<file path="src/rtl/mem_port_arbiter.sv">
// Two-master arbiter for the multi-cycle CPU's unified memory: the CPU port (m0) and the
// debug/loader port (m1) take turns by round-robin, and each access runs issue -> wait -> return.
module mem_port_arbiter #(
   parameter int ADDR_W  = 32,
   parameter int DATA_W  = 32,
   parameter int MEM_LAT = 2
) (
   input  logic              clk,
   input  logic              reset,
   input  logic              m0_req_i,
   input  logic              m0_we_i,
   input  logic [ADDR_W-1:0] m0_addr_i,
   input  logic [DATA_W-1:0] m0_wdata_i,
   output logic              m0_gnt_o,
   output logic              m0_rvalid_o,
   output logic [DATA_W-1:0] m0_rdata_o,
   input  logic              m1_req_i,
   input  logic              m1_we_i,
   input  logic [ADDR_W-1:0] m1_addr_i,
   input  logic [DATA_W-1:0] m1_wdata_i,
   output logic              m1_gnt_o,
   output logic              m1_rvalid_o,
   output logic [DATA_W-1:0] m1_rdata_o,
   output logic              mem_en_o,
   output logic              mem_we_o,
   output logic [ADDR_W-1:0] mem_addr_o,
   output logic [DATA_W-1:0] mem_wdata_o,
   input  logic [DATA_W-1:0] mem_rdata_i,
   output logic              busy_o
);

   typedef enum logic [1:0] {
      IDLE  = 2'd0,
      ISSUE = 2'd1,
      WAIT  = 2'd2
   } state_t;

   localparam logic [3:0] LAT_CNT = 4'(MEM_LAT);

   state_t              state_q;
   logic                last_grant_q;
   logic                winner_q;
   logic [3:0]          count_q;
   logic                m0_gnt_q, m1_gnt_q;
   logic                m0_rvalid_q, m1_rvalid_q;
   logic [DATA_W-1:0]   m0_rdata_q, m1_rdata_q;
   logic                mem_en_q, mem_we_q;
   logic [ADDR_W-1:0]   mem_addr_q;
   logic [DATA_W-1:0]   mem_wdata_q;

   logic                winner_d;
   logic                win_we_d;
   logic [ADDR_W-1:0]   win_addr_d;
   logic [DATA_W-1:0]   win_wdata_d;

   // Under contention the master that did not win last time goes first.
   always_comb begin
      winner_d = m1_req_i;
      if (m0_req_i && m1_req_i) begin
         winner_d = ~last_grant_q;
      end
      win_we_d    = winner_d ? m1_we_i    : m0_we_i;
      win_addr_d  = winner_d ? m1_addr_i  : m0_addr_i;
      win_wdata_d = winner_d ? m1_wdata_i : m0_wdata_i;
   end

   always_ff @(posedge clk or posedge reset) begin
      if (reset) begin
         state_q      <= IDLE;
         last_grant_q <= 1'b1;
         winner_q     <= 1'b0;
         count_q      <= 4'd0;
         m0_gnt_q     <= 1'b0;
         m1_gnt_q     <= 1'b0;
         m0_rvalid_q  <= 1'b0;
         m1_rvalid_q  <= 1'b0;
         m0_rdata_q   <= '0;
         m1_rdata_q   <= '0;
         mem_en_q     <= 1'b0;
         mem_we_q     <= 1'b0;
         mem_addr_q   <= '0;
         mem_wdata_q  <= '0;
      end else begin
         m0_gnt_q    <= 1'b0;
         m1_gnt_q    <= 1'b0;
         m0_rvalid_q <= 1'b0;
         m1_rvalid_q <= 1'b0;
         mem_en_q    <= 1'b0;
         mem_we_q    <= 1'b0;
         case (state_q)
            IDLE: begin
               if (m0_req_i || m1_req_i) begin
                  winner_q     <= winner_d;
                  last_grant_q <= winner_d;
                  mem_en_q     <= 1'b1;
                  mem_we_q     <= win_we_d;
                  mem_addr_q   <= win_addr_d;
                  mem_wdata_q  <= win_wdata_d;
                  m0_gnt_q     <= ~winner_d;
                  m1_gnt_q     <= winner_d;
                  state_q      <= ISSUE;
               end
            end
            ISSUE: begin
               // mem_we_q still holds the issued access type during this cycle.
               if (mem_we_q) begin
                  state_q <= IDLE;
               end else begin
                  count_q <= 4'd1;
                  state_q <= WAIT;
               end
            end
            WAIT: begin
               if (count_q == LAT_CNT) begin
                  if (winner_q) begin
                     m1_rdata_q  <= mem_rdata_i;
                     m1_rvalid_q <= 1'b1;
                  end else begin
                     m0_rdata_q  <= mem_rdata_i;
                     m0_rvalid_q <= 1'b1;
                  end
                  count_q <= 4'd0;
                  state_q <= IDLE;
               end else begin
                  count_q <= count_q + 4'd1;
               end
            end
            default: begin
               state_q <= IDLE;
            end
         endcase
      end
   end

   assign m0_gnt_o    = m0_gnt_q;
   assign m1_gnt_o    = m1_gnt_q;
   assign m0_rvalid_o = m0_rvalid_q;
   assign m1_rvalid_o = m1_rvalid_q;
   assign m0_rdata_o  = m0_rdata_q;
   assign m1_rdata_o  = m1_rdata_q;
   assign mem_en_o    = mem_en_q;
   assign mem_we_o    = mem_we_q;
   assign mem_addr_o  = mem_addr_q;
   assign mem_wdata_o = mem_wdata_q;
   assign busy_o      = (state_q != IDLE);

endmodule

</file>
<file path="config.mk">
export PLATFORM = sky130hd
export DESIGN_NAME = mem_port_arbiter
export DESIGN_NICKNAME = d
export VERILOG_FILES = /design/src/rtl/mem_port_arbiter.sv
export SDC_FILE = /design/constraint.sdc
export NUM_CORES = 1
export LEC_CHECK = 0
export BUFFER_PORTS_ARGS = -buffer_cell sky130_fd_sc_hd__buf_2
export CORE_MARGIN = 2
export CORE_UTILIZATION = 30
export CTS_BUF_LIST = sky130_fd_sc_hd__clkbuf_4
export CTS_CLUSTER_SIZE = 8
export DETAILED_ROUTE_END_ITERATION = 7
export PLACE_DENSITY = 0.59
export SLEW_MARGIN = 40
export SYNTH_ARGS = -nofsm -noshare
export SYNTH_HDL_FRONTEND = slang
export SYNTH_SLANG_ARGS = --single-unit
export TNS_END_PERCENT = 10
</file>
<file path="constraint.sdc">
create_clock -name clk -period 9.5 [get_ports clk]
set_input_delay 1.425 -clock clk [delete_from_list [all_inputs] [get_ports clk]]
set_output_delay 1.425 -clock clk [all_outputs]
set_load 0.005 [all_outputs]
</file>
==> impl_metrics.prom, run 1 <==
# TYPE chip_impl_metric gauge
chip_impl_metric{name="yosys_warnings",unit=""} 0
chip_impl_metric{name="synth-async-reset-ratio",unit="%"} 100.0
chip_impl_info{name="worst_setup_path_start_kind",value="flop"} 1
chip_impl_metric{name="syn-instance-count",unit=""} 411
chip_impl_metric{name="max_clock_freq",unit="MHz"} 292.8
chip_impl_metric{name="finClkSkew",unit="ns"} 0.02370
chip_impl_info{name="ys_top_cells_by_area",value="dfrtp_1 58%, mux2_4 14%, a221o_1 10%, o21a_1 8.1%, buf_12 2.0%"} 1
chip_impl_metric{name="crit_path_max_incr_delay",unit="ns"} 0.58
chip_impl_metric{name="cts.sinks",unit=""} 142
chip_impl_metric{name="slew_headroom",unit="%"} 47.25
chip_impl_metric{name="drt-pass1-iter-count",unit=""} 4
chip_impl_metric{name="ff_latch_area",unit="µm²"} 3555
chip_impl_metric{name="final.min_clock_period",unit="ns"} 3.416
chip_impl_metric{name="cts-htree-levels",unit=""} 4
chip_impl_metric{name="drt-vias-per-instance",unit=""} 4.753
chip_impl_metric{name="syn_nets",unit=""} 577
chip_impl_metric{name="synth_area",unit="µm²"} 6115
chip_impl_metric{name="postCtsSetupBuffers",unit=""} 0
chip_impl_metric{name="final_layout_size_suffix_gt1_share",unit="%"} 58.09
chip_impl_metric{name="finalMaxSlewViolations",unit=""} 0
chip_impl_metric{name="num-fill-cells",unit=""} 1906
chip_impl_metric{name="floorplan.die.height",unit="µm"} 146.8
chip_impl_metric{name="timing.final.setup_violations",unit=""} 0
chip_impl_metric{name="leakagePower",unit="nW"} 4.189
chip_impl_info{name="grt_setup_unrepaired",value="false"} 1
chip_impl_info{name="min_path_type",value="flop to flop"} 1
chip_impl_info{name="critPathTopFamily",value="buffers and inverters"} 1
chip_impl_metric{name="dr.first_iter.drc_count",unit=""} 146
chip_impl_metric{name="core.rowCount",unit=""} 52
chip_impl_metric{name="number_of_nets_at_the_end_of_the_flow",unit=""} 865
chip_impl_metric{name="cts-resized-gates",unit=""} 0
chip_impl_metric{name="timing.critical_path.fanout_max",unit=""} 67
chip_impl_info{name="hold-path-endpoint",value="m1_rdata_o[30]$_DFFE_PP0P_"} 1
chip_impl_metric{name="wire_per_inst",unit="µm"} 16.99
chip_impl_metric{name="buffer_ports.inserted",unit=""} 300
chip_impl_metric{name="worst-slew-pin-transition",unit="ns"} 0.7912
chip_impl_metric{name="antenna_found_initial",unit=""} 2
chip_impl_metric{name="num_io_pins",unit=""} 301
chip_impl_info{name="synth_flop_cell",value="dfrtp_1"} 1
chip_impl_metric{name="dpl.hpwl",unit="µm"} 11060
chip_impl_metric{name="cts-buffers-inserted",unit=""} 17
chip_impl_metric{name="maximum_number_of_pins_on_one_net_before_global_route_repair",unit=""} 76
chip_impl_metric{name="share_of_the_synthesized_area_in_the_top_cell_type",unit="%"} 57.70
chip_impl_metric{name="fp.dieArea",unit="µm²"} 21540
chip_impl_metric{name="timing.max_cap.violations",unit=""} 0
chip_impl_metric{name="num_vias",unit=""} 4667
chip_impl_metric{name="multi_input_area",unit="µm²"} 2298
chip_impl_metric{name="cell_depth_of_the_worst_hold_path",unit=""} 1
chip_impl_metric{name="layout-area-overhead-vs-synth",unit="%"} 31.57
chip_impl_metric{name="irDropWorstVdd",unit="V"} 0.0001119
chip_impl_info{name="crit_path_cell_trace",value="nor2_1, inv_2, buf_4, buf_2"} 1
chip_impl_metric{name="reg2reg_slack",unit="ns"} 7.26
chip_impl_metric{name="arrival_time_reported_for_the_critical_path_endpoint",unit="ns"} 1.99
chip_impl_metric{name="ys_seq_area_share",unit="%"} 58.13
chip_impl_metric{name="fin_worst_hold_slack",unit="ns"} 0.5121
chip_impl_metric{name="first_pass_grt_wire_length",unit="µm"} 26390
chip_impl_metric{name="placed_standard_cell_area",unit="µm²"} 7761
chip_impl_info{name="critPathKind",value="flop to primary output"} 1
chip_impl_metric{name="design_area",unit="µm²"} 8045
chip_impl_info{name="outcome",value="completed"} 1
chip_impl_metric{name="drc",unit=""} 0
chip_impl_metric{name="cp.required",unit="ns"} 8.08
chip_impl_metric{name="postRouteAntennaNets",unit=""} 0
chip_impl_info{name="root_buffer",value="clkbuf_4"} 1
chip_impl_info{name="hold_path_startpoint",value="m1_rdata_o[30]$_DFFE_PP0P_"} 1
chip_impl_info{name="r2r-end",value="m0_rdata_o[16]$_DFFE_PP0P_"} 1
chip_impl_metric{name="routability_congestion_estimate",unit=""} 0.7530
chip_impl_info{name="setup.worst_path.end_class",value="primary output"} 1
chip_impl_info{name="cts_tree",value="yes"} 1
chip_impl_metric{name="clkSlewWorstSetupHoldPaths",unit="ns"} 0.12
chip_impl_metric{name="grt.total_usage",unit="%"} 15.54
chip_impl_metric{name="synth_area_per_cell",unit="µm²"} 14.88
chip_impl_metric{name="power_density",unit="nW/µm²"} 316.3
chip_impl_metric{name="die_width",unit="µm"} 146.8
chip_impl_metric{name="timing.reg2reg.worst_path_depth",unit=""} 3
chip_impl_metric{name="ctsHoldBuffers",unit=""} 0
chip_impl_metric{name="synth_cell_types",unit=""} 30
chip_impl_metric{name="grt_overflow_total",unit=""} 0
chip_impl_metric{name="core_region_area",unit="µm²"} 20100
chip_impl_metric{name="timing.final.hold_violations",unit=""} 0
chip_impl_metric{name="routed_wirelength",unit="µm"} 16690
chip_impl_info{name="synth_top_area_cell",value="dfrtp_1"} 1
chip_impl_metric{name="insertion_delay",unit="ns"} 0.52
chip_impl_info{name="crit_slowest_cell",value="buf_4"} 1
chip_impl_metric{name="synth_edf_count",unit=""} 0
chip_impl_metric{name="cts_max_path_buffers",unit=""} 2
chip_impl_info{name="reg2reg_from",value="count_q[2]$_DFFE_PP0P_"} 1
chip_impl_metric{name="timing.setup.tns",unit="ns"} 0
chip_impl_metric{name="synth-seq-cells",unit=""} 142
chip_impl_metric{name="cp_num_buf_inv",unit=""} 3
chip_impl_metric{name="floorplan.initialDensity",unit="%"} 30.41
chip_impl_metric{name="post-route-period-util",unit="%"} 35.95
chip_impl_metric{name="first_global_vias",unit=""} 4790
-- Yosys cell counts, drive strengths merged (2+ instances only) --
master	number
or4	2
o21a	66
inv	6
nand2b	3
or3b	3
nand3	2
buf	12
a21oi	2
nand2	4
dfrtp	141
clkbuf	24
a221o	64
nor2	6
mux2	64
-- worst reg2reg max path: stages, from the launching register on --
cell	delay (ns)
dfrtp_1	0.45
or3b_4	0.43
or4_4	0.80
mux2_4	0.45
-- power by group --
| group | switching (mW) | total, mW | internal, mW |
|---|---|---|---|
| clock network | 0.234 | 0.398 | 0.163 |
| logic | 0.447 | 1.08 | 0.629 |
| registers | 0.172 | 1.07 | 0.899 |
-- flip-flops by register name, indices dropped and copies added, names as in the netlist, 2 cells and up --
signal and cells:
state_q 2, count_q 4, m0_rdata_o 32, mem_addr_o 32
m1_rdata_o 32, mem_wdata_o 32
-- placed cells by master, fill, tap and decap left out, types with 2 or more instances in the layout --
master / Yosys / final
buf_2: 0 / 300
a21oi_1: 2 / 2
bufinv_16: 0 / 2
o21a_1: 66 / 66
mux2_4: 58 / 58
mux2_2: 6 / 6
inv_6: 0 / 3
clkbuf_4: 0 / 19
dfrtp_1: 141 / 141
or3b_2: 2 / 2
nand2b_1: 3 / 3
a221o_1: 64 / 64
inv_1: 6 / 3
or4_4: 2 / 2
inv_2: 0 / 2
buf_4: 0 / 4
nand3_1: 2 / 2
nor2_1: 6 / 5
nand2_1: 4 / 4
clkinv_2: 0 / 2
clkinv_4: 0 / 5
-- worst max-delay path by stage --
stage                           start                          end  slack (ns)  depth (start not counted)
2_1_floorplan                   reset       count_q[0]$_DFFE_PP0P_        4.27                          1
3_3_place_gp                    reset   m0_rdata_o[15]$_DFFE_PP0P_        6.49                          3
3_5_place_dp                 m1_req_i  mem_wdata_o[25]$_DFFE_PP0P_        6.62                          6
4_1_cts        state_q[1]$_DFFE_PP0P_                       busy_o        6.01                          4
5_1_grt        state_q[1]$_DFFE_PP0P_                       busy_o        5.92                          4
6_report       state_q[1]$_DFFE_PP0P_                       busy_o        6.08                          4
-- per-layer routing --
layer	routed length [µm]	track usage, %	vias up
met1	7436	20.45	2261
met2	7723	25.12	238
met3	1280	3.944	17
li1	-	-	2149
met5	13	0	-
met4	230	5.194	2
-- kinds of logic (layout without fill, tap and decap cells) --
logic type	Yosys count	after routing	synth area share (%)
muxes	65	65	15.51
buffers and inverters	42	342	4.420
DFF	142	142	58.13
and+or+nand+nor	25	25	2.578
other	0	1	0
AOI/OAI and AO/OA	137	137	19.36
-- cell type report --
type / instances / area share (%)
multi-input combinational: 227 / 28.57
timing repair buffer: 305 / 19.18
antenna: 1 / 0.03110
clock inverter: 12 / 1.726
sequential: 142 / 44.18
clock buffer: 19 / 1.773
inverter: 6 / 0.3421
tap: 270 / 4.199
-- stage by stage --
stage	cells	setup slack, ns	utilization [%]	power (mW)
2_1_floorplan	411	4.267	-	1.716
3_3_place_gp	950	6.486	38.59	2.149
3_5_place_dp	950	6.622	38.60	2.168
4_1_cts	981	6.010	40.01	2.581
5_1_grt	982	5.917	40.02	2.734
6_report	982	6.084	40.02	2.544
Note: power is estimated with default switching activity, not from simulation.
==> run 2: changes to the inputs <==
ABC_AREA = 1   (was unset)
PLACE_DENSITY = 0.61   (was 0.59)
clock period = 2.9 ns   (was 9.5 ns; I/O delays follow)
==> run 2 against run 1 <==
Effect of this change: via count rose by 33%; sequential power grew to 3.2 times the previous value; first-iteration DRC count up 110%; area after synthesis is 5.4% higher; clock skew is 0.00071 ns higher; flip-flop and latch count did not move; die area is 5.3% higher; worst hold slack got worse by 0.39 ns; final area is 4.7% higher; sequential share of layout area fell by 2.0 points; critical endpoint is now m0_rdata_o[21]$_DFFE_PP0P_; highest routed layer unchanged.
==> impl_metrics.prom, run 2 <==
# TYPE chip_impl_metric gauge
chip_impl_info{name="outcome",value="completed"} 1
chip_impl_metric{name="fp.dieArea",unit="µm²"} 22680
chip_impl_metric{name="cp.required",unit="ns"} 3.31
chip_impl_metric{name="timing.max_cap.violations",unit=""} 0
chip_impl_metric{name="final_layout_size_suffix_gt1_share",unit="%"} 31.72
chip_impl_metric{name="ff_latch_area",unit="µm²"} 3555
chip_impl_info{name="cts_tree",value="yes"} 1
chip_impl_metric{name="drt-vias-per-instance",unit=""} 4.468
chip_impl_metric{name="timing.setup.tns",unit="ns"} 0
chip_impl_metric{name="timing.reg2reg.worst_path_depth",unit=""} 8
chip_impl_metric{name="post-route-period-util",unit="%"} 64.80
chip_impl_metric{name="ctsHoldBuffers",unit=""} 0
chip_impl_metric{name="buffer_ports.inserted",unit=""} 300
chip_impl_metric{name="finClkSkew",unit="ns"} 0.02441
chip_impl_info{name="worst_setup_path_startpoint",value="state_q[0]$_DFFE_PP0P_"} 1
chip_impl_metric{name="wire_per_inst",unit="µm"} 13.66
chip_impl_metric{name="cts-buffers-inserted",unit=""} 17
chip_impl_metric{name="pre_cts_slack",unit="ns"} 1.009
chip_impl_metric{name="num_antenna_cells",unit=""} 0
chip_impl_info{name="synth_top_family_by_area",value="simple AND/OR/NAND/NOR gates"} 1
chip_impl_info{name="layout.cells.most_common",value="nand2_1"} 1
chip_impl_metric{name="cts_max_path_buffers",unit=""} 2
chip_impl_metric{name="grt_overflow_total",unit=""} 0
chip_impl_metric{name="synth_edf_count",unit=""} 0
chip_impl_metric{name="synth-seq-cells",unit=""} 142
chip_impl_metric{name="power_density",unit="nW/µm²"} 954.7
chip_impl_info{name="worst_setup_path_start_kind",value="flop"} 1
chip_impl_metric{name="num-fill-cells",unit=""} 2230
chip_impl_metric{name="wl_met1",unit="µm"} 8570
chip_impl_metric{name="cts-htree-levels",unit=""} 4
chip_impl_metric{name="irDropWorstVdd",unit="V"} 0.0004121
chip_impl_metric{name="die_width",unit="µm"} 150.6
chip_impl_metric{name="slew_headroom",unit="%"} 54.15
chip_impl_info{name="root_buffer",value="clkbuf_4"} 1
chip_impl_metric{name="finalMaxSlewViolations",unit=""} 0
chip_impl_info{name="ys_top_cells_by_area",value="dfrtp_1 55%, nand2_1 31%, nand4_1 6.3%, buf_2 1.8%, clkbuf_1 0.93%"} 1
chip_impl_metric{name="drt-pass1-iter-count",unit=""} 4
chip_impl_metric{name="muxShareOfSynthArea",unit="%"} 0
chip_impl_metric{name="number_of_nets_at_the_end_of_the_flow",unit=""} 1272
chip_impl_info{name="min_path_type",value="input pin to flop"} 1
chip_impl_info{name="r2r-end",value="m0_rdata_o[21]$_DFFE_PP0P_"} 1
chip_impl_metric{name="layout-area-overhead-vs-synth",unit="%"} 30.64
chip_impl_info{name="synth_top_area_cell",value="dfrtp_1"} 1
chip_impl_metric{name="post_synth_xor_area_fraction",unit="%"} 0
chip_impl_metric{name="postCtsSetupBuffers",unit=""} 0
chip_impl_info{name="reg2reg_from",value="state_q[0]$_DFFE_PP0P_"} 1
chip_impl_metric{name="syn-instance-count",unit=""} 828
chip_impl_metric{name="synth_area",unit="µm²"} 6447
chip_impl_info{name="grt_setup_unrepaired",value="false"} 1
chip_impl_metric{name="insertion_delay",unit="ns"} 0.52
chip_impl_metric{name="synth_cell_types",unit=""} 22
chip_impl_metric{name="met3_wirelength",unit="µm"} 1355
chip_impl_metric{name="drc",unit=""} 0
chip_impl_metric{name="share_of_the_synthesized_area_in_the_top_cell_type",unit="%"} 54.73
chip_impl_metric{name="yosys_warnings",unit=""} 0
chip_impl_info{name="synthMostInstantiatedCell",value="nand2_1"} 1
chip_impl_info{name="setup.worst_path.end_class",value="flop"} 1
chip_impl_metric{name="timing.critical_path.fanout_max",unit=""} 70
chip_impl_metric{name="synth_area_per_cell",unit="µm²"} 7.787
chip_impl_metric{name="routed_wirelength",unit="µm"} 19040
chip_impl_metric{name="grt.total_usage",unit="%"} 16.52
chip_impl_metric{name="cts.sinks",unit=""} 142
chip_impl_metric{name="routed-wl-met2",unit="µm"} 8898
chip_impl_info{name="synth_flop_cell",value="dfrtp_1"} 1
chip_impl_metric{name="antenna_found_initial",unit=""} 1
chip_impl_metric{name="core.rowCount",unit=""} 53
chip_impl_metric{name="num_io_pins",unit=""} 301
chip_impl_metric{name="clkSlewWorstSetupHoldPaths",unit="ns"} 0.12
chip_impl_metric{name="cell_depth_of_the_worst_hold_path",unit=""} 3
chip_impl_metric{name="reg2reg_slack",unit="ns"} 1.02
chip_impl_metric{name="maximum_number_of_pins_on_one_net_before_global_route_repair",unit=""} 143
chip_impl_metric{name="worst-slew-pin-transition",unit="ns"} 0.6877
chip_impl_metric{name="final_critical_path_setup_slack",unit="ns"} 1.021
chip_impl_metric{name="floorplan.die.height",unit="µm"} 150.6
chip_impl_metric{name="dpl.hpwl",unit="µm"} 13340
chip_impl_metric{name="timing.final.setup_violations",unit=""} 0
chip_impl_info{name="critPathKind",value="flop to flop"} 1
chip_impl_info{name="layout.cells.most_common_list",value="529 x nand2_1, 300 x buf_2, 141 x dfrtp_1, 65 x nand4_1, 19 x clkbuf_4"} 1
chip_impl_metric{name="synth_compound_area_share",unit="%"} 0.4657
chip_impl_metric{name="first_pass_grt_wire_length",unit="µm"} 29420
chip_impl_metric{name="dr.first_iter.drc_count",unit=""} 309
chip_impl_info{name="hold-path-endpoint",value="mem_we_o$_DFF_PP0_"} 1
chip_impl_metric{name="postRouteAntennaNets",unit=""} 0
chip_impl_metric{name="arrival_time_reported_for_the_critical_path_endpoint",unit="ns"} 2.29
chip_impl_metric{name="first_global_vias",unit=""} 5716
chip_impl_metric{name="cts-resized-gates",unit=""} 0
chip_impl_metric{name="final.min_clock_period",unit="ns"} 1.879
chip_impl_info{name="hold_path_startpoint",value="m0_we_i"} 1
chip_impl_metric{name="floorplan.initialDensity",unit="%"} 30.57
chip_impl_metric{name="synth-async-reset-ratio",unit="%"} 100.0
chip_impl_metric{name="timing.final.hold_violations",unit=""} 0
chip_impl_metric{name="synthSimpleGateAreaFrac",unit="%"} 38.83
chip_impl_metric{name="max_clock_freq",unit="MHz"} 532.1
chip_impl_metric{name="ys_seq_area_share",unit="%"} 55.13
chip_impl_metric{name="routability_congestion_estimate",unit=""} 0.8032
chip_impl_metric{name="num_vias",unit=""} 6229
chip_impl_info{name="synth_commonest_cells",value="530 x nand2_1, 141 x dfrtp_1, 65 x nand4_1, 23 x buf_2, 16 x clkbuf_1"} 1
chip_impl_metric{name="leakagePower",unit="nW"} 4.869
chip_impl_metric{name="synth_adder_area_share",unit="%"} 0
chip_impl_info{name="highest-signal-layer",value="met5"} 1
chip_impl_metric{name="syn_nets",unit=""} 994
chip_impl_metric{name="multi_input_area",unit="µm²"} 2536
chip_impl_metric{name="core_region_area",unit="µm²"} 21090
run 2: cell types whose count changed in the layout (fill, tap and decap cells not counted), moves of 5 or more:
cell and change:
nand4_1 +65, nand2_1 +525, a221o_1 -64, inv_1 +7, mux2_4 -58, mux2_2 -6
o21a_1 -66, buf_4 +5
run 2: where the power goes:
group | switching [mW] | internal [mW]
logic | 2.05 | 1.28
clock network | 0.753 | 0.532
registers | 0.519 | 2.90
total | 3.32 | 4.72
run 2: per-layer routing:
| layer | vias up | global-route usage [%] |
|---|---|---|
| li1 | 3156 | - |
| met1 | 2819 | 22.01 |
| met2 | 236 | 26.64 |
| met3 | 16 | 4.636 |
| met4 | 2 | 4.065 |
| met5 | - | 0 |
run 2: kinds of logic (layout without fill, tap and decap cells):
kind of cell | count (synthesis) | count (layout)
AO/OA/AOI/OAI | 6 | 6
buffers and inverters | 69 | 360
flip-flops | 142 | 142
AND/OR/NAND/NOR | 611 | 611
run 2: layout make-up:
| cell class | instances | area share [%] |
|---|---|---|
| sequential | 142 | 42.20 |
| multi-input combinational | 617 | 30.11 |
| timing repair buffer | 313 | 19.55 |
| tap | 275 | 4.085 |
| clock buffer | 19 | 1.693 |
| clock inverter | 13 | 1.649 |
| inverter | 15 | 0.7130 |
run 2: worst max path at each step:
stage | to | slack (ns) | depth (start not counted)
after detailed placement | mem_wdata_o[14]$_DFFE_PP0P_ | 1.01 | 7
after global routing | m0_rdata_o[0]$_DFFE_PP0P_ | 0.80 | 8
after global placement | mem_wdata_o[27]$_DFFE_PP0P_ | 1.03 | 7
after floorplan | count_q[0]$_DFFE_PP0P_ | 0.69 | 1
after CTS | m0_rdata_o[7]$_DFFE_PP0P_ | 1.03 | 8
final | m0_rdata_o[21]$_DFFE_PP0P_ | 1.02 | 8
run 2: metrics by stage:
step	hold WS, ns	instance area (µm²)	cells	utilization (%)	power (mW)
2_1_floorplan	0.4421	6451	828	-	5.344
3_5_place_dp	0.4547	8104	1360	38.43	6.853
3_3_place_gp	0.4503	8104	1360	38.43	6.797
5_1_grt	0.05012	8423	1394	39.94	8.793
6_report	0.1207	8423	1394	39.94	8.042
4_1_cts	0.05996	8386	1392	39.77	8.175
run 2: critical path, cell delays in order (launching register included):
cell and delay [ns]:
dfrtp_1 0.40, inv_1 0.08, nand2_1 0.11, inv_2 0.08, buf_4 0.54, nand3_2 0.12, buf_4 0.27, nand2_1 0.10
nand2_1 0.05
==> run 3: changes to the inputs <==
ABC_AREA = 0   (was 1)
clock period = 1.6 ns   (was 2.9 ns; I/O delays follow)
==> run 3 against run 2 <==
Effect of this change: the run now ends with negative setup slack left; final cell count shrank 16%; via count shrank 12%; combinational power grew 120%; worst hold slack gained 0.030 ns; final area grew 19%; power grew 99%; sequential share of layout area shrank 6.6 points; first-iteration DRC count shrank 30%; die area shrank 5.0%; global-route usage grew 1.7 points; non-clock buffer count grew 176; clock skew grew 0.0040 ns; largest power group is now combinational cells.
==> impl_metrics.prom, run 3 (synthesized netlist as in run 1, its figures left out) <==
# TYPE chip_impl_metric gauge
chip_impl_info{name="outcome",value="finished, violations left"} 1
chip_impl_info{name="violations",value="negative setup slack"} 1
chip_impl_metric{name="combinationalPowerShare",unit="%"} 45.9
chip_impl_info{name="crit_path_cell_trace",value="or3b_4, or4_4, clkbuf_16, mux2_4"} 1
chip_impl_metric{name="slew_headroom",unit="%"} 67.15
chip_impl_metric{name="cts.sinks",unit=""} 142
chip_impl_info{name="worst_setup_path_start_kind",value="flop"} 1
chip_impl_metric{name="timing.final.hold_violations",unit=""} 0
chip_impl_metric{name="floorplan.die.height",unit="µm"} 146.8
chip_impl_metric{name="multi_input_area",unit="µm²"} 2311
chip_impl_metric{name="first_global_vias",unit=""} 5903
chip_impl_info{name="grt_setup_unrepaired",value="true"} 1
chip_impl_metric{name="cts-buffers-inserted",unit=""} 17
chip_impl_metric{name="met1_routing_resource_usage_after_global_routing",unit="%"} 22.46
chip_impl_metric{name="placed_standard_cell_area",unit="µm²"} 7991
chip_impl_metric{name="max_clock_freq",unit="MHz"} 508.2
chip_impl_metric{name="grt.total_usage",unit="%"} 18.20
chip_impl_metric{name="share_clk_of_total_power",unit="%"} 14.5
chip_impl_metric{name="routability_congestion_estimate",unit=""} 0.7238
chip_impl_info{name="setup.worst_path.end_class",value="flop"} 1
chip_impl_metric{name="globalRouteMet2Util",unit="%"} 30.00
chip_impl_metric{name="insertion_delay",unit="ns"} 0.55
chip_impl_metric{name="cell_depth_of_the_worst_hold_path",unit=""} 4
chip_impl_metric{name="die_width",unit="µm"} 146.8
chip_impl_metric{name="timing.final.setup_violations",unit=""} 67
chip_impl_info{name="min_path_type",value="input pin to flop"} 1
chip_impl_info{name="critPathTopFamily",value="simple AND/OR/NAND/NOR gates"} 1
chip_impl_metric{name="sequential_share_of_power",unit="%"} 39.5
chip_impl_info{name="root_buffer",value="clkbuf_4"} 1
chip_impl_info{name="cts_tree",value="yes"} 1
chip_impl_metric{name="postRouteAntennaNets",unit=""} 0
chip_impl_metric{name="buffer_ports.inserted",unit=""} 300
chip_impl_metric{name="pre_cts_slack",unit="ns"} -0.3669
chip_impl_metric{name="total_switching_power",unit="mW"} 5.511
chip_impl_info{name="grt.busiest_layer",value="met2"} 1
chip_impl_metric{name="finClkSkew",unit="ns"} 0.02842
chip_impl_metric{name="power_density",unit="nW/µm²"} 1605
chip_impl_metric{name="ff_latch_area",unit="µm²"} 3555
chip_impl_metric{name="grt_overflow_total",unit=""} 0
chip_impl_metric{name="core.rowCount",unit=""} 52
chip_impl_metric{name="internal",unit="mW"} 10.52
chip_impl_metric{name="floorplan.initialDensity",unit="%"} 30.41
chip_impl_metric{name="reg2reg_slack",unit="ns"} -0.37
chip_impl_info{name="critPathKind",value="flop to flop"} 1
chip_impl_metric{name="core_region_area",unit="µm²"} 20100
chip_impl_metric{name="wire_per_inst",unit="µm"} 17.06
chip_impl_metric{name="num_vias",unit=""} 5508
chip_impl_metric{name="cp_num_buf_inv",unit=""} 1
chip_impl_metric{name="cts-htree-levels",unit=""} 4
chip_impl_metric{name="power_switching_share",unit="%"} 34.39
chip_impl_metric{name="irDropWorstVdd",unit="V"} 0.0006898
chip_impl_metric{name="worst-slew-pin-transition",unit="ns"} 0.4928
chip_impl_metric{name="crit_path_max_incr_delay",unit="ns"} 0.51
chip_impl_metric{name="final.min_clock_period",unit="ns"} 1.968
chip_impl_metric{name="dpl.hpwl",unit="µm"} 11610
chip_impl_info{name="layout.cells.most_common_list",value="299 x buf_2, 163 x dlygate4sd3_1, 141 x dfrtp_1, 66 x o21a_1, 64 x a221o_1"} 1
chip_impl_metric{name="drt-pass1-iter-count",unit=""} 4
chip_impl_metric{name="fp.dieArea",unit="µm²"} 21540
chip_impl_metric{name="timing.critical_path.fanout_max",unit=""} 16
chip_impl_metric{name="num-fill-cells",unit=""} 1684
chip_impl_metric{name="design_area",unit="µm²"} 9988
chip_impl_metric{name="num_io_pins",unit=""} 301
chip_impl_info{name="layout.cells.most_common",value="buf_2"} 1
chip_impl_metric{name="clkSlewWorstSetupHoldPaths",unit="ns"} 0.13
chip_impl_info{name="r2r-end",value="m0_rdata_o[19]$_DFFE_PP0P_"} 1
chip_impl_metric{name="cp.required",unit="ns"} 2.03
chip_impl_metric{name="number_of_nets_at_the_end_of_the_flow",unit=""} 1049
chip_impl_metric{name="timing.reg2reg.worst_path_depth",unit=""} 4
chip_impl_metric{name="antenna_found_initial",unit=""} 2
chip_impl_metric{name="finalMaxSlewViolations",unit=""} 0
chip_impl_info{name="hold_path_startpoint",value="m1_req_i"} 1
chip_impl_metric{name="layout-area-overhead-vs-synth",unit="%"} 63.35
chip_impl_metric{name="routed_wirelength",unit="µm"} 19930
chip_impl_metric{name="arrival_time_reported_for_the_critical_path_endpoint",unit="ns"} 2.40
chip_impl_metric{name="timing.max_cap.violations",unit=""} 0
chip_impl_info{name="crit_slowest_cell",value="or4_4"} 1
chip_impl_metric{name="leakagePower",unit="nW"} 5.014
chip_impl_metric{name="post-route-period-util",unit="%"} 123.0
chip_impl_metric{name="cts_max_path_buffers",unit=""} 2
chip_impl_metric{name="drt-vias-per-instance",unit=""} 4.716
chip_impl_metric{name="maximum_number_of_pins_on_one_net_before_global_route_repair",unit=""} 92
chip_impl_info{name="hold-path-endpoint",value="state_q[0]$_DFFE_PP0P_"} 1
chip_impl_metric{name="final_layout_size_suffix_gt1_share",unit="%"} 48.88
chip_impl_metric{name="final_critical_path_setup_slack",unit="ns"} -0.3676
chip_impl_metric{name="dr.first_iter.drc_count",unit=""} 216
chip_impl_metric{name="first_pass_grt_wire_length",unit="µm"} 31040
chip_impl_metric{name="p_total",unit="mW"} 16.03
chip_impl_metric{name="timing.setup.tns",unit="ns"} -22.16
chip_impl_info{name="reg2reg_from",value="count_q[2]$_DFFE_PP0P_"} 1
chip_impl_metric{name="drc",unit=""} 0
chip_impl_metric{name="grt_util_met3",unit="%"} 5.652
[run 3: cell types whose count changed in the layout (fill, tap and decap cells not counted), sizes merged, moves of 5 or more]
cell	before	now
dlygate4sd3	1	163
buf	312	324
nand2	532	4
clkinv	6	1
o21a	0	66
mux2	0	64
a221o	0	64
nand4	65	0
nand3	7	2
[run 3: final cells by class]
type / instances / area share, %
sequential: 142 / 35.59
timing repair buffer: 489 / 34.81
multi-input combinational: 227 / 23.14
tap: 270 / 3.382
clock inverter: 15 / 1.491
clock buffer: 17 / 1.278
inverter: 6 / 0.2631
antenna: 2 / 0.05011
[run 3: through the flow]
| stage | hold WS, ns | utilization, % | std cells |
|---|---|---|---|
| after floorplan | 0.3727 | - | 411 |
| after global placement | 0.3758 | 39.75 | 968 |
| after detailed placement | 0.3801 | 39.75 | 968 |
| after CTS | 0.08123 | 49.31 | 1163 |
| after global routing | 0.09489 | 49.68 | 1168 |
| final | 0.1503 | 49.68 | 1168 |
[run 3: worst register-to-register path, stage by stage, from the launching register on]
cell and delay [ns]:
dfrtp_1 0.41, or3b_4 0.41, or4_4 0.51, clkbuf_16 0.24, mux2_4 0.31
[run 3: how the worst max path moves through the flow]
stage | startpoint | endpoint | slack (ns) | cells past startpoint
2_1_floorplan | reset | count_q[0]$_DFFE_PP0P_ | -0.42 | 1
3_3_place_gp | count_q[2]$_DFFE_PP0P_ | m1_rdata_o[5]$_DFFE_PP0P_ | -0.33 | 4
3_5_place_dp | count_q[2]$_DFFE_PP0P_ | m0_rdata_o[0]$_DFFE_PP0P_ | -0.37 | 4
4_1_cts | count_q[2]$_DFFE_PP0P_ | m1_rdata_o[9]$_DFFE_PP0P_ | -0.38 | 4
5_1_grt | count_q[2]$_DFFE_PP0P_ | m0_rdata_o[24]$_DFFE_PP0P_ | -0.41 | 4
6_report | count_q[2]$_DFFE_PP0P_ | m0_rdata_o[19]$_DFFE_PP0P_ | -0.37 | 4
[run 3: routing by layer]
layer	part of all wire, %	vias to the layer above
met3	8.3	34
met2	48	298
li1	-	2521
met1	42	2655
met5	0	-
met4	2.3	0
[run 3: timing repair]
| action | CTS | global route |
|---|---|---|
| hold buffers | 163 | 0 |
| endpoints found under the hold margin | 270 | 0 |
| cloned | 0 | 2 |
| setup endpoints to repair | 67 | 75 |
| resized for setup | 3 | 3 |
| buffers inserted | 0 | 1 |
| pin swaps | 0 | 2 |
[run 3: power groups by stage]
stage / clock network (mW) / logic (mW) / registers (mW)
final: 2.33 / 7.36 / 6.34
after global routing: 2.63 / 8.00 / 6.55
after CTS: 2.44 / 7.28 / 6.29
after detailed placement: 0 / 6.94 / 6.32
after global placement: 0 / 6.81 / 6.35
after floorplan: 0 / 3.72 / 6.47
